<file path="src/rtl/set_driver.sv">
// Command sequencer for a SET engine: buffers commands in a small FIFO, issues them one at a time,
// waits for the engine result (or a timeout), and reports match/mismatch with saturating tallies.
module set_driver #(
  parameter int unsigned FIFO_DEPTH = 4,
  parameter int unsigned TIMEOUT    = 1023
) (
  input  logic        clk,
  input  logic        rst,
  input  logic        cmd_valid,
  output logic        cmd_ready,
  input  logic [23:0] cmd_central,
  input  logic [11:0] cmd_radius,
  input  logic [1:0]  cmd_mode,
  input  logic [7:0]  cmd_expect,
  output logic        en,
  output logic [23:0] central,
  output logic [11:0] radius,
  output logic [1:0]  mode,
  input  logic        busy,
  input  logic        valid,
  input  logic [7:0]  candidate,
  output logic        res_valid,
  output logic [7:0]  res_candidate,
  output logic        res_match,
  output logic        res_timeout,
  output logic [15:0] pass_cnt,
  output logic [15:0] fail_cnt,
  output logic        idle
);

  localparam int unsigned AW = (FIFO_DEPTH > 2) ? $clog2(FIFO_DEPTH) : 1;
  localparam int unsigned CW = AW + 1;
  localparam int unsigned TW = (TIMEOUT > 0) ? $clog2(TIMEOUT + 1) : 1;

  typedef struct packed {
    logic [23:0] central;
    logic [11:0] radius;
    logic [1:0]  mode;
    logic [7:0]  exp_cnt;
  } cmd_t;

  typedef enum logic [1:0] {S_IDLE, S_ISSUE, S_WAIT, S_REPORT} state_t;

  state_t          state, state_next;
  cmd_t            mem [FIFO_DEPTH];
  cmd_t            head;
  logic [AW-1:0]   wr_ptr, rd_ptr;
  logic [CW-1:0]   count, count_next;
  logic [TW-1:0]   wait_cnt;
  logic [7:0]      exp_q;
  logic            push, pop, report_go, hit_match, timed_out, fifo_empty;

  assign head       = mem[rd_ptr];
  assign fifo_empty = (count == '0);
  assign timed_out  = (wait_cnt == TW'(TIMEOUT));

  // State register
  always_ff @(posedge clk) begin
    if (rst) state <= S_IDLE;
    else     state <= state_next;
  end

  // Next-state logic
  always_comb begin
    state_next = state;
    case (state)
      S_IDLE:   if (!fifo_empty && !busy) state_next = S_ISSUE;
      S_ISSUE:  state_next = S_WAIT;
      S_WAIT:   if (valid || timed_out) state_next = S_REPORT;
      S_REPORT: state_next = S_IDLE;
      default:  state_next = S_IDLE;
    endcase
  end

  // Control decode; a pop on a full FIFO frees the slot for a same-cycle push
  always_comb begin
    pop        = (state == S_IDLE) && (state_next == S_ISSUE);
    report_go  = (state == S_WAIT) && (state_next == S_REPORT);
    hit_match  = valid && (candidate == exp_q);
    cmd_ready  = !rst && ((count != CW'(FIFO_DEPTH)) || pop);
    push       = cmd_valid && cmd_ready;
    count_next = count;
    case ({push, pop})
      2'b10:   count_next = count + 1'b1;
      2'b01:   count_next = count - 1'b1;
      default: count_next = count;
    endcase
  end

  // FIFO pointers and occupancy
  always_ff @(posedge clk) begin
    if (rst) begin
      wr_ptr <= '0;
      rd_ptr <= '0;
      count  <= '0;
    end else begin
      if (push) wr_ptr <= wr_ptr + 1'b1;
      if (pop)  rd_ptr <= rd_ptr + 1'b1;
      count <= count_next;
    end
  end

  always_ff @(posedge clk) begin
    if (push) mem[wr_ptr] <= '{central: cmd_central, radius: cmd_radius,
                               mode: cmd_mode, exp_cnt: cmd_expect};
  end

  // Engine drive, wait timer, result reporting and tallies
  always_ff @(posedge clk) begin
    if (rst) begin
      en            <= 1'b0;
      central       <= '0;
      radius        <= '0;
      mode          <= '0;
      exp_q         <= '0;
      wait_cnt      <= '0;
      res_valid     <= 1'b0;
      res_candidate <= '0;
      res_match     <= 1'b0;
      res_timeout   <= 1'b0;
      pass_cnt      <= '0;
      fail_cnt      <= '0;
      idle          <= 1'b1;
    end else begin
      en        <= pop;
      res_valid <= report_go;
      idle      <= (count_next == '0) && (state_next == S_IDLE);
      if (pop) begin
        central <= head.central;
        radius  <= head.radius;
        mode    <= head.mode;
        exp_q   <= head.exp_cnt;
      end
      if (state == S_WAIT) wait_cnt <= wait_cnt + 1'b1;
      else                 wait_cnt <= '0;
      if (report_go) begin
        res_candidate <= valid ? candidate : 8'd0;
        res_match     <= hit_match;
        res_timeout   <= !valid;
        if (hit_match) begin
          if (pass_cnt != 16'hFFFF) pass_cnt <= pass_cnt + 16'd1;
        end else begin
          if (fail_cnt != 16'hFFFF) fail_cnt <= fail_cnt + 16'd1;
        end
      end
    end
  end

endmodule

</file>
<file path="config.mk">
export PLATFORM = sky130hd
export DESIGN_NAME = set_driver
export DESIGN_NICKNAME = d
export VERILOG_FILES = /design/src/rtl/set_driver.sv
export SDC_FILE = /design/constraint.sdc
export NUM_CORES = 1
export LEC_CHECK = 0
export BUFFER_PORTS_ARGS = -buffer_cell sky130_fd_sc_hd__buf_2
export CORE_MARGIN = 3
export CORE_UTILIZATION = 52
export DETAILED_ROUTE_END_ITERATION = 7
export MAX_ROUTING_LAYER = met4
export PLACE_DENSITY = 0.87
export SLEW_MARGIN = 20
export SYNTH_ARGS = -nofsm -noshare
export SYNTH_HDL_FRONTEND = slang
export SYNTH_SLANG_ARGS = --single-unit
</file>
<file path="constraint.sdc">
create_clock -name clk -period 3.3 [get_ports clk]
set_input_delay 0.825 -clock clk [delete_from_list [all_inputs] [get_ports clk]]
set_output_delay 0.825 -clock clk [all_outputs]
set_load 0.03 [all_outputs]
</file>
==> qor.csv, run 1 <==
stage,metric,value,unit
cts,clk_latency,0.55,ns
critical_path,required,2.47,ns
run,maxCapViolations,0,
detailed_routing,routed_wl,24900,µm
synth,synthCells,833,
detailed_routing,dr.pass1.iters,5,
cts,ctsResizeCount,0,
synth,syn_avg_cell_area,13.8,µm²
hold_path,hold_start,res_candidate[2],
cts,clock_tree.buffer_depth,3,
floorplanning,dieArea,23900,µm²
cts,cts_root_buffer,clkbuf_16,
detailed_routing,ant_nets,0,
detailed_routing,via_per_inst,5.70,
synth,synth_cell_types,47,
layout,final_cells,1284,
synth,ys_ff_latch,294,
cts,cts_buffers,30,
synth,synth_edf_count,184,
cts,clk_pin_slew,0.06,ns
synth,syn-num-nets,903,
floorplanning,die_y,155,µm
sta,setup_viol,0,
critical_path,critPathKind,register to output pin,
sta,worst_pin_slew,0.735,ns
detailed_routing,drcViolationCount,0,
critical_path,rr_startpoint,state[0],
global_routing,grt_max_degree,59,
sta,hold_ws,0.454,ns
cts,numClockSinks,294,
critical_path,critPathMaxFanout,6,
synth,synth_area,11500,µm²
floorplanning,coreArea,21400,µm²
place,dp_hpwl,15300,µm
cts,cts_tree,done,
layout,fin_area,13700,µm²
critical_path,critPathLaunch,state[0],
cts,post_cts_buffers,0,
floorplanning,row_count,53,
critical_path,cp-end-kind,output pin,
global_routing,grt_pass1_vias,7486,
global_routing,grt_antenna_before_repair,8,
status,status,finished clean,
place,post_dp_cell_area,12600,µm²
sta,hold_violations,0,
detailed_routing,num_vias,7323,
global_routing,grt_pass1_wl,40000,µm
synth,ys_seq_area_share,67.2,%
place,gp_congestion,0.848,
synth,synthFlopType,edfxtp_1,
floorplanning,ios,143,
power,power-per-cell-area,828,nW/µm²
floorplanning,fp.dieW,155,µm
power,leakagePower,4.92,nW
layout,final_nets,1047,
critical_path,crit_path_start_kind,register,
synth,synth_warnings,0,
power,peakVddDrop,0.641,mV
sta,min_period_over_period,88.8,%
cts,cts_max_level,1,
critical_path,worst-endpoint-arrival,2.11,ns
hold_path,hold_path_class,register to register,
layout,filler_cell_count,1564,
sta,fin_tns_setup,0,ns
detailed_routing,post_drt_wl_per_cell,19.4,µm
global_routing,grt_overflow,0,
floorplanning,initial_core_util,53.8,%
layout,area_delta_synth_final,19.5,%
sta,fmax,341,MHz
layout,drive_gt1_share,26.9,%
sta,finalMaxSlewViolations,0,
detailed_routing,drt_iter0_markers,486,
sta,slew_headroom,50.9,%
place,dp.cells,1220,
sta,clock_skew,0.0138,ns
synth,ys_async_sr_fraction,0,%
cts,cts_hold_buffers,0,
sta,rsz0062_at_grt,no,
layout,fin_util,64.3,%
sta,layout_min_cycle_time,2.93,ns
global_routing,track_usage,21.6,%
place,io_buffers,142,
final timing paths:
check,end,slack (ns),cells after the start
setup / recovery,cmd_ready,0.37,6
hold / removal,res_candidate[2],0.45,2
setup reg to reg,idle,0.46,14
hold reg to reg,res_candidate[2],0.45,2
metal layers:
metal	GRT usage (%)	vias up	part of all wire, %
met3	4.56	63	6.2
met2	35.7	226	50
met1	27.0	3604	41
met5	-	-	0
li1	-	3430	-
met4	6.52	0	2.8
area by class of cell:
cell class              instances  area [µm²]  area share (%)
clock inverters                16         273            1.99
clock buffers                  40         858            6.25
well taps                     275         344            2.50
multi-input cells             475        3530            25.7
flip-flops and latches        294        7730            56.3
inverters                      18        67.6           0.492
diodes                          8        20.0           0.146
repair buffers                158         908            6.61
critical path: stages, from the launching register on:
cell and delay [ns]:
dfxtp_1 0.33, inv_1 0.07, ha_1 0.38, nor2b_1 0.25, nand2_2 0.11, a21oi_1 0.18
buf_2 0.24
synthesized netlist by cell type, types with 12 or more instances:
| cell type | number | share of area, % |
|---|---|---|
| a21oi_1 | 71 | 3.1 |
| dfxtp_1 | 110 | 19 |
| inv_1 | 18 | 0.59 |
| mux4_2 | 46 | 9.0 |
| edfxtp_1 | 184 | 48 |
| nand3_1 | 27 | 1.2 |
| nand2_1 | 118 | 3.9 |
| nand4_1 | 12 | 0.65 |
| mux2_1 | 15 | 1.5 |
| nor4_1 | 16 | 0.87 |
| nor2_1 | 36 | 1.2 |
| xnor2_1 | 12 | 0.91 |
| nor2b_1 | 19 | 1.0 |
| or4_1 | 13 | 0.85 |
| clkbuf_1 | 29 | 0.95 |
| o31ai_1 | 12 | 0.78 |
power breakdown:
group | total, mW | internal [mW] | switching (mW)
Clock | 3.76 | 2.37 | 1.39
Sequential | 4.74 | 4.39 | 0.352
Combinational | 2.87 | 1.00 | 1.86
Total | 11.4 | 7.77 | 3.60
cell usage in the layout (no fill, tap or decap), types with 12 or more instances in the layout:
cell and count:
a21oi_1 71, buf_2 141, clkbuf_16 30, dfxtp_1 108, edfxtp_1 184, inv_1 17, mux2_1 15, mux4_2 46
nand2_1 117, nand3_1 27, nand4_1 12, nor2_1 36, nor2b_1 19, nor4_1 16, o31ai_1 12, or4_1 13
xnor2_1 12
registers in the layout (all words and copies together) (netlist names), 3 cells and up:
| signal | count |
|---|---|
| wait_cnt | 10 |
| radius | 12 |
| fail_cnt | 16 |
| res_candidate | 8 |
| exp_q | 8 |
| central | 24 |
| pass_cnt | 16 |
| count | 3 |
| mem | 184 |
through the flow:
step	setup WS, ns	power (mW)
2_1_floorplan	0.0510	6.75
3_3_place_gp	0.443	7.61
3_5_place_dp	0.324	7.70
4_1_cts	0.321	11.4
5_1_grt	0.227	11.9
6_report	0.370	11.4
cell families after synthesis:
logic type,Yosys count,synth area share (%)
AND/OR/NAND/NOR,279,12.0
AO/OA/AOI/OAI,104,5.29
flip-flops,294,67.2
adder cells (fa/ha/maj),11,1.26
buffers and inverters,64,2.25
multiplexers,62,10.6
XOR/XNOR,19,1.45
No activity file was read; power rests on OpenSTA's default activity.
==> inputs of run 2 (changes only) <==
--- a/config.mk
+++ b/config.mk
@@ -10,7 +10,7 @@
 export CORE_UTILIZATION = 52
 export DETAILED_ROUTE_END_ITERATION = 7
 export MAX_ROUTING_LAYER = met4
-export PLACE_DENSITY = 0.87
+export PLACE_DENSITY = 0.85
 export SLEW_MARGIN = 20
 export SYNTH_ARGS = -nofsm -noshare
 export SYNTH_HDL_FRONTEND = slang
==> qor.csv, run 2 (synthesized netlist as in run 1, its figures left out) <==
stage,metric,value,unit,change
status,status,finished clean,,
place,dp_hpwl,15600,µm,+2.2%
sta,fmax,324,MHz,-4.9%
layout,top_register,mem,,
layout,reg.largest.list,"mem: 184 flops, central: 24 flops",,
floorplanning,initial_core_util,53.8,%,unchanged
place,gp_congestion,0.826,,-2.7%
sta,hold_violations,0,,unchanged
sta,fin_ws,0.218,ns,-0.152 ns
detailed_routing,via_per_inst,5.68,,-0.45%
global_routing,grt_pass1_vias,7243,,-3.2%
detailed_routing,dr.pass1.iters,5,,unchanged
cts,clk_pin_slew,0.06,ns,about the same
cts,clk_latency,0.55,ns,about the same
cts,cts_max_level,1,,unchanged
cts,post_cts_buffers,0,,unchanged
critical_path,critPathKind,register to output pin,,
layout,drive_gt1_share,27.3,%,+0.39 points
cts,cts_buffers,30,,unchanged
global_routing,track_usage,20.9,%,-0.63 points
global_routing,grt_max_degree,68,,+15%
sta,setup_viol,0,,unchanged
floorplanning,ios,143,,unchanged
power,power_frac_seq,42.9,%,+1.2 points
sta,fin_tns_setup,0,ns,unchanged
cts,cts_tree,done,,
sta,layout_min_cycle_time,3.08,ns,+0.152 ns
sta,clock_skew,0.0181,ns,+0.00423 ns
critical_path,worst-endpoint-arrival,2.26,ns,+0.15 ns
power,leakagePower,4.88,nW,-0.69%
power,combPwrFrac,26.0,%,+0.8 points
power,power.total,11.0,mW,-3.2%
layout,fin_util,63.7,%,-0.63 points
power,peakVddDrop,0.627,mV,-2.2%
layout,largest_reg_flops,184,,unchanged
floorplanning,die_y,155,µm,unchanged
global_routing,grt_antenna_before_repair,7,,-1
global_routing,grt_overflow,0,,unchanged
layout,layout_common_cells,"edfxtp_1, buf_2, nand2_1",,
cts,numClockSinks,294,,unchanged
floorplanning,coreArea,21400,µm²,unchanged
detailed_routing,drt_iter0_markers,413,,-15%
power,power-per-cell-area,809,nW/µm²,-2.3%
place,io_buffers,142,,unchanged
layout,layout_commonest_cell,edfxtp_1,,
power,switching_share,32.5,%,+0.84 points
sta,finalMaxSlewViolations,0,,unchanged
critical_path,required,2.47,ns,about the same
sta,min_period_over_period,93.4,%,+4.6 points
floorplanning,dieArea,23900,µm²,unchanged
global_routing,grt_pass1_wl,38900,µm,-2.8%
cts,ctsResizeCount,0,,unchanged
sta,rsz0062_at_grt,no,,
critical_path,crit_path_start_kind,register,,
detailed_routing,drcViolationCount,0,,unchanged
detailed_routing,ant_nets,0,,unchanged
floorplanning,fp.dieW,155,µm,unchanged
run,maxCapViolations,0,,unchanged
hold_path,hold_path_class,register to register,,
detailed_routing,routed_wl,24600,µm,-1.3%
layout,area_delta_synth_final,18.3,%,
detailed_routing,post_drt_wl_per_cell,19.1,µm,-1.5%
power,p_switching,3.58,mW,-0.66%
critical_path,cp-end-kind,output pin,,
cts,cts_hold_buffers,0,,unchanged
cts,cts_root_buffer,clkbuf_16,,
place,dp.cells,1224,,+0.33%
sta,slew_headroom,47.7,%,-3.2 points
power,intPower,7.42,mW,-4.4%
critical_path,critPathMaxFanout,13,,+7
cts,clock_tree.buffer_depth,3,,unchanged
detailed_routing,num_vias,7307,,-0.22%
place,post_dp_cell_area,12600,µm²,-0.16%
place,pre_cts_ws,0.376,ns,+0.0516 ns
sta,hold_ws,0.448,ns,-0.00566 ns
floorplanning,row_count,53,,unchanged
layout,fin_area,13600,µm²,-0.98%
sta,worst_pin_slew,0.785,ns,+0.0500 ns
layout,final_cells,1287,,+0.23%
power,clkPwrFrac,31.1,%,-1.9 points
layout,final_nets,1051,,+0.38%
[run 2: changes by cell type in the layout (fill, tap and decap cells not counted), sizes merged]
cell,before,now
buf,158,162
bufinv,7,3
clkinv,7,9
diode,8,7
inv,18,20
[run 2: worst paths after layout]
kind / startpoint / to / slack [ns] / cells after the start
setup / recovery: state[0] / cmd_ready / 0.22 / 6
hold / removal: res_candidate[7] / res_candidate[7] / 0.45 / 2
setup reg to reg: state[0] / idle / 0.40 / 14
hold reg to reg: res_candidate[7] / res_candidate[7] / 0.45 / 2
[run 2: critical path: stages, from the launching register on]
cell     delay (ns)
dfxtp_1        0.33
inv_1          0.08
ha_1           0.42
nor2b_1        0.26
nand2_2        0.22
a21oi_1        0.19
buf_2          0.22
[run 2: power by group through the flow]
stage / registers [mW] / logic (mW) / clock network (mW)
global route: 4.78 / 3.12 / 3.64
detailed placement: 4.80 / 2.86 / 0
global placement: 4.78 / 2.79 / 0
CTS: 4.73 / 2.89 / 3.48
finish: 4.72 / 2.86 / 3.42
floorplan: 5.18 / 1.58 / 0
[run 2: routing by layer]
| metal | vias to the layer above | GRT usage [%] | share of wire (%) |
|---|---|---|---|
| li1 | 3433 | - | - |
| met1 | 3593 | 26.0 | 41 |
| met2 | 224 | 35.2 | 50 |
| met3 | 57 | 3.89 | 6.1 |
| met4 | 0 | 6.56 | 2.9 |
| met5 | - | - | 0 |
[run 2: final cells by class]
cell class	count	area, µm²
well taps	275	344
flip-flops and latches	294	7730
clock inverters	16	176
fillers	1578	7750
inverters	18	67.6
clock buffers	40	842
repair buffers	162	888
multi-input cells	475	3530
diodes	7	17.5
==> inputs of run 3 (changes only) <==
--- a/config.mk
+++ b/config.mk
@@ -9,7 +9,6 @@
 export CORE_MARGIN = 3
 export CORE_UTILIZATION = 52
 export DETAILED_ROUTE_END_ITERATION = 7
-export MAX_ROUTING_LAYER = met4
 export PLACE_DENSITY = 0.85
 export SLEW_MARGIN = 20
 export SYNTH_ARGS = -nofsm -noshare
==> qor.csv, run 3 (synthesized netlist as in run 1, its figures left out) <==
stage,metric,value,unit,change
global_routing,grtUsageMet2,35.1,%,-0.10 points
cts,cts_root_buffer,clkbuf_16,,
critical_path,worst-endpoint-arrival,2.26,ns,about the same
sta,layout_min_cycle_time,3.08,ns,-0.00241 ns
place,post_dp_cell_area,12600,µm²,unchanged
critical_path,rr_startpoint,state[0],,
floorplanning,ios,143,,unchanged
layout,layout_commonest_cell,edfxtp_1,,
detailed_routing,post_drt_wl_per_cell,19.1,µm,+0.17%
place,dp_hpwl,15600,µm,unchanged
global_routing,met3_usage,4.48,%,+0.59 points
detailed_routing,ant_nets,0,,unchanged
layout,final_nets,1051,,unchanged
global_routing,grt_max_degree,68,,unchanged
critical_path,required,2.47,ns,about the same
hold_path,hold_start,res_candidate[7],,
layout,layout_common_cells,"edfxtp_1, buf_2, nand2_1",,
cts,cts_max_level,1,,unchanged
cts,cts_buffers,30,,unchanged
detailed_routing,num_vias,7331,,+0.33%
sta,worst_pin_slew,0.794,ns,+0.00911 ns
layout,top_register,mem,,
detailed_routing,drcViolationCount,0,,unchanged
detailed_routing,dr.pass1.iters,5,,unchanged
critical_path,cp-end-kind,output pin,,
global_routing,grtUsageMet1,25.7,%,-0.32 points
critical_path,critPathLaunch,state[0],,
critical_path,path_cells,"inv_1, ha_1, nor2b_1, nand2_2, a21oi_1, buf_2",,
critical_path,crit_path_start_kind,register,,
power,peakVddDrop,0.623,mV,-0.62%
sta,finalMaxSlewViolations,0,,unchanged
status,status,finished clean,,
run,maxCapViolations,0,,unchanged
cts,cts_tree,done,,
global_routing,grt_antenna_before_repair,7,,unchanged
floorplanning,initial_core_util,53.8,%,unchanged
sta,hold_violations,0,,unchanged
sta,fmax,325,MHz,about the same
detailed_routing,routed_wl,24500,µm,-0.22%
global_routing,grt_overflow,0,,unchanged
cts,clk_latency,0.55,ns,about the same
floorplanning,fp.dieW,155,µm,unchanged
critical_path,max_stage_delay,0.42,ns,about the same
global_routing,track_usage,20.3,%,-0.62 points
layout,reg.largest.list,"mem: 184 flops, central: 24 flops",,
power,power.total,11.0,mW,about the same
critical_path,critical-path-top-delay-family,simple AND/OR/NAND/NOR gates,,
detailed_routing,via_per_inst,5.72,,+0.72%
hold_path,hold_path_class,register to register,,
cts,clk_pin_slew,0.06,ns,about the same
critical_path,critPathKind,register to output pin,,
sta,setup_viol,0,,unchanged
layout,area_delta_synth_final,18.2,%,about the same
global_routing,top_usage_layer,met2,,
cts,numClockSinks,294,,unchanged
layout,largest_reg_flops,184,,unchanged
detailed_routing,drt_iter0_markers,455,,+10%
sta,fin_tns_setup,0,ns,unchanged
sta,rsz0062_at_grt,no,,
floorplanning,coreArea,21400,µm²,unchanged
sta,clock_skew,0.0175,ns,-0.000573 ns
sta,slew_headroom,47.1,%,-0.61 points
floorplanning,row_count,53,,unchanged
critical_path,worst-path-buf-inv,2,,unchanged
global_routing,grt_pass1_vias,7234,,-0.12%
power,power-per-cell-area,809,nW/µm²,about the same
sta,min_period_over_period,93.3,%,about the same
critical_path,critPathMaxFanout,13,,unchanged
cts,cts_hold_buffers,0,,unchanged
global_routing,grt_pass1_wl,38900,µm,about the same
place,io_buffers,142,,unchanged
cts,clock_tree.buffer_depth,3,,unchanged
place,gp_congestion,0.814,,-1.5%
layout,drive_gt1_share,27.3,%,unchanged
cts,post_cts_buffers,0,,unchanged
layout,fin_area,13600,µm²,about the same
cts,ctsResizeCount,0,,unchanged
floorplanning,die_y,155,µm,unchanged
critical_path,cp_slowest_cell,ha_1,,
power,leakagePower,4.88,nW,about the same
floorplanning,dieArea,23900,µm²,unchanged
==> run 3: cell type report <==
class                           instances  area [µm²]
Clock buffer                           40         842
Inverter                               18        67.6
Timing Repair Buffer                  162         888
Clock inverter                         16         176
Sequential cell                       294        7730
Multi-Input combinational cell        475        3530
Fill cell                            1580        7760
Tap cell                              275         344
Antenna cell                            2        5.00
==> run 3: metrics by stage <==
step | cells | worst slack, ns | util, % | hold slack [ns]
2_1_floorplan | 833 | 0.0510 | - | 0.418
3_3_place_gp | 1224 | 0.417 | 58.8 | 0.427
3_5_place_dp | 1224 | 0.376 | 58.8 | 0.440
4_1_cts | 1280 | 0.214 | 63.6 | 0.449
5_1_grt | 1282 | 0.139 | 63.6 | 0.466
6_report | 1282 | 0.220 | 63.6 | 0.447
==> run 3: power breakdown <==
group          leakage [nW]  total, mW  switching [mW]  internal [mW]
clock network         0.505       3.42            1.39           2.03
logic                  1.81       2.85            1.85          0.998
registers              2.57       4.72           0.329           4.39
total                  4.88       11.0            3.57           7.42
==> run 3: path summary, 6_finish.rpt <==
| path | cells past startpoint | slack [ns] | end |
|---|---|---|---|
| setup / recovery | 6 | 0.22 | cmd_ready |
| hold / removal | 2 | 0.45 | res_candidate[7] |
| setup reg to reg | 14 | 0.40 | idle |
| hold reg to reg | 2 | 0.45 | res_candidate[7] |
==> run 3: routing by layer <==
layer  share of wire, %  vias up
met5               0.25        -
met3                7.0       74
met1                 40     3572
met2                 50      255
li1                   -     3420
met4                3.3       10
==> run 3: worst register-to-register path: stages (launching register included) <==
cell and delay [ns]:
dfxtp_1 0.33, inv_1 0.08, ha_1 0.42, nor2b_1 0.26, a21bo_2 0.19, and3_1 0.26
inv_1 0.07, ha_1 0.23, inv_1 0.09, fa_1 0.40, nor2b_1 0.15, mux2i_1 0.14
nor2_1 0.05, nand3_1 0.08, nand2_1 0.05
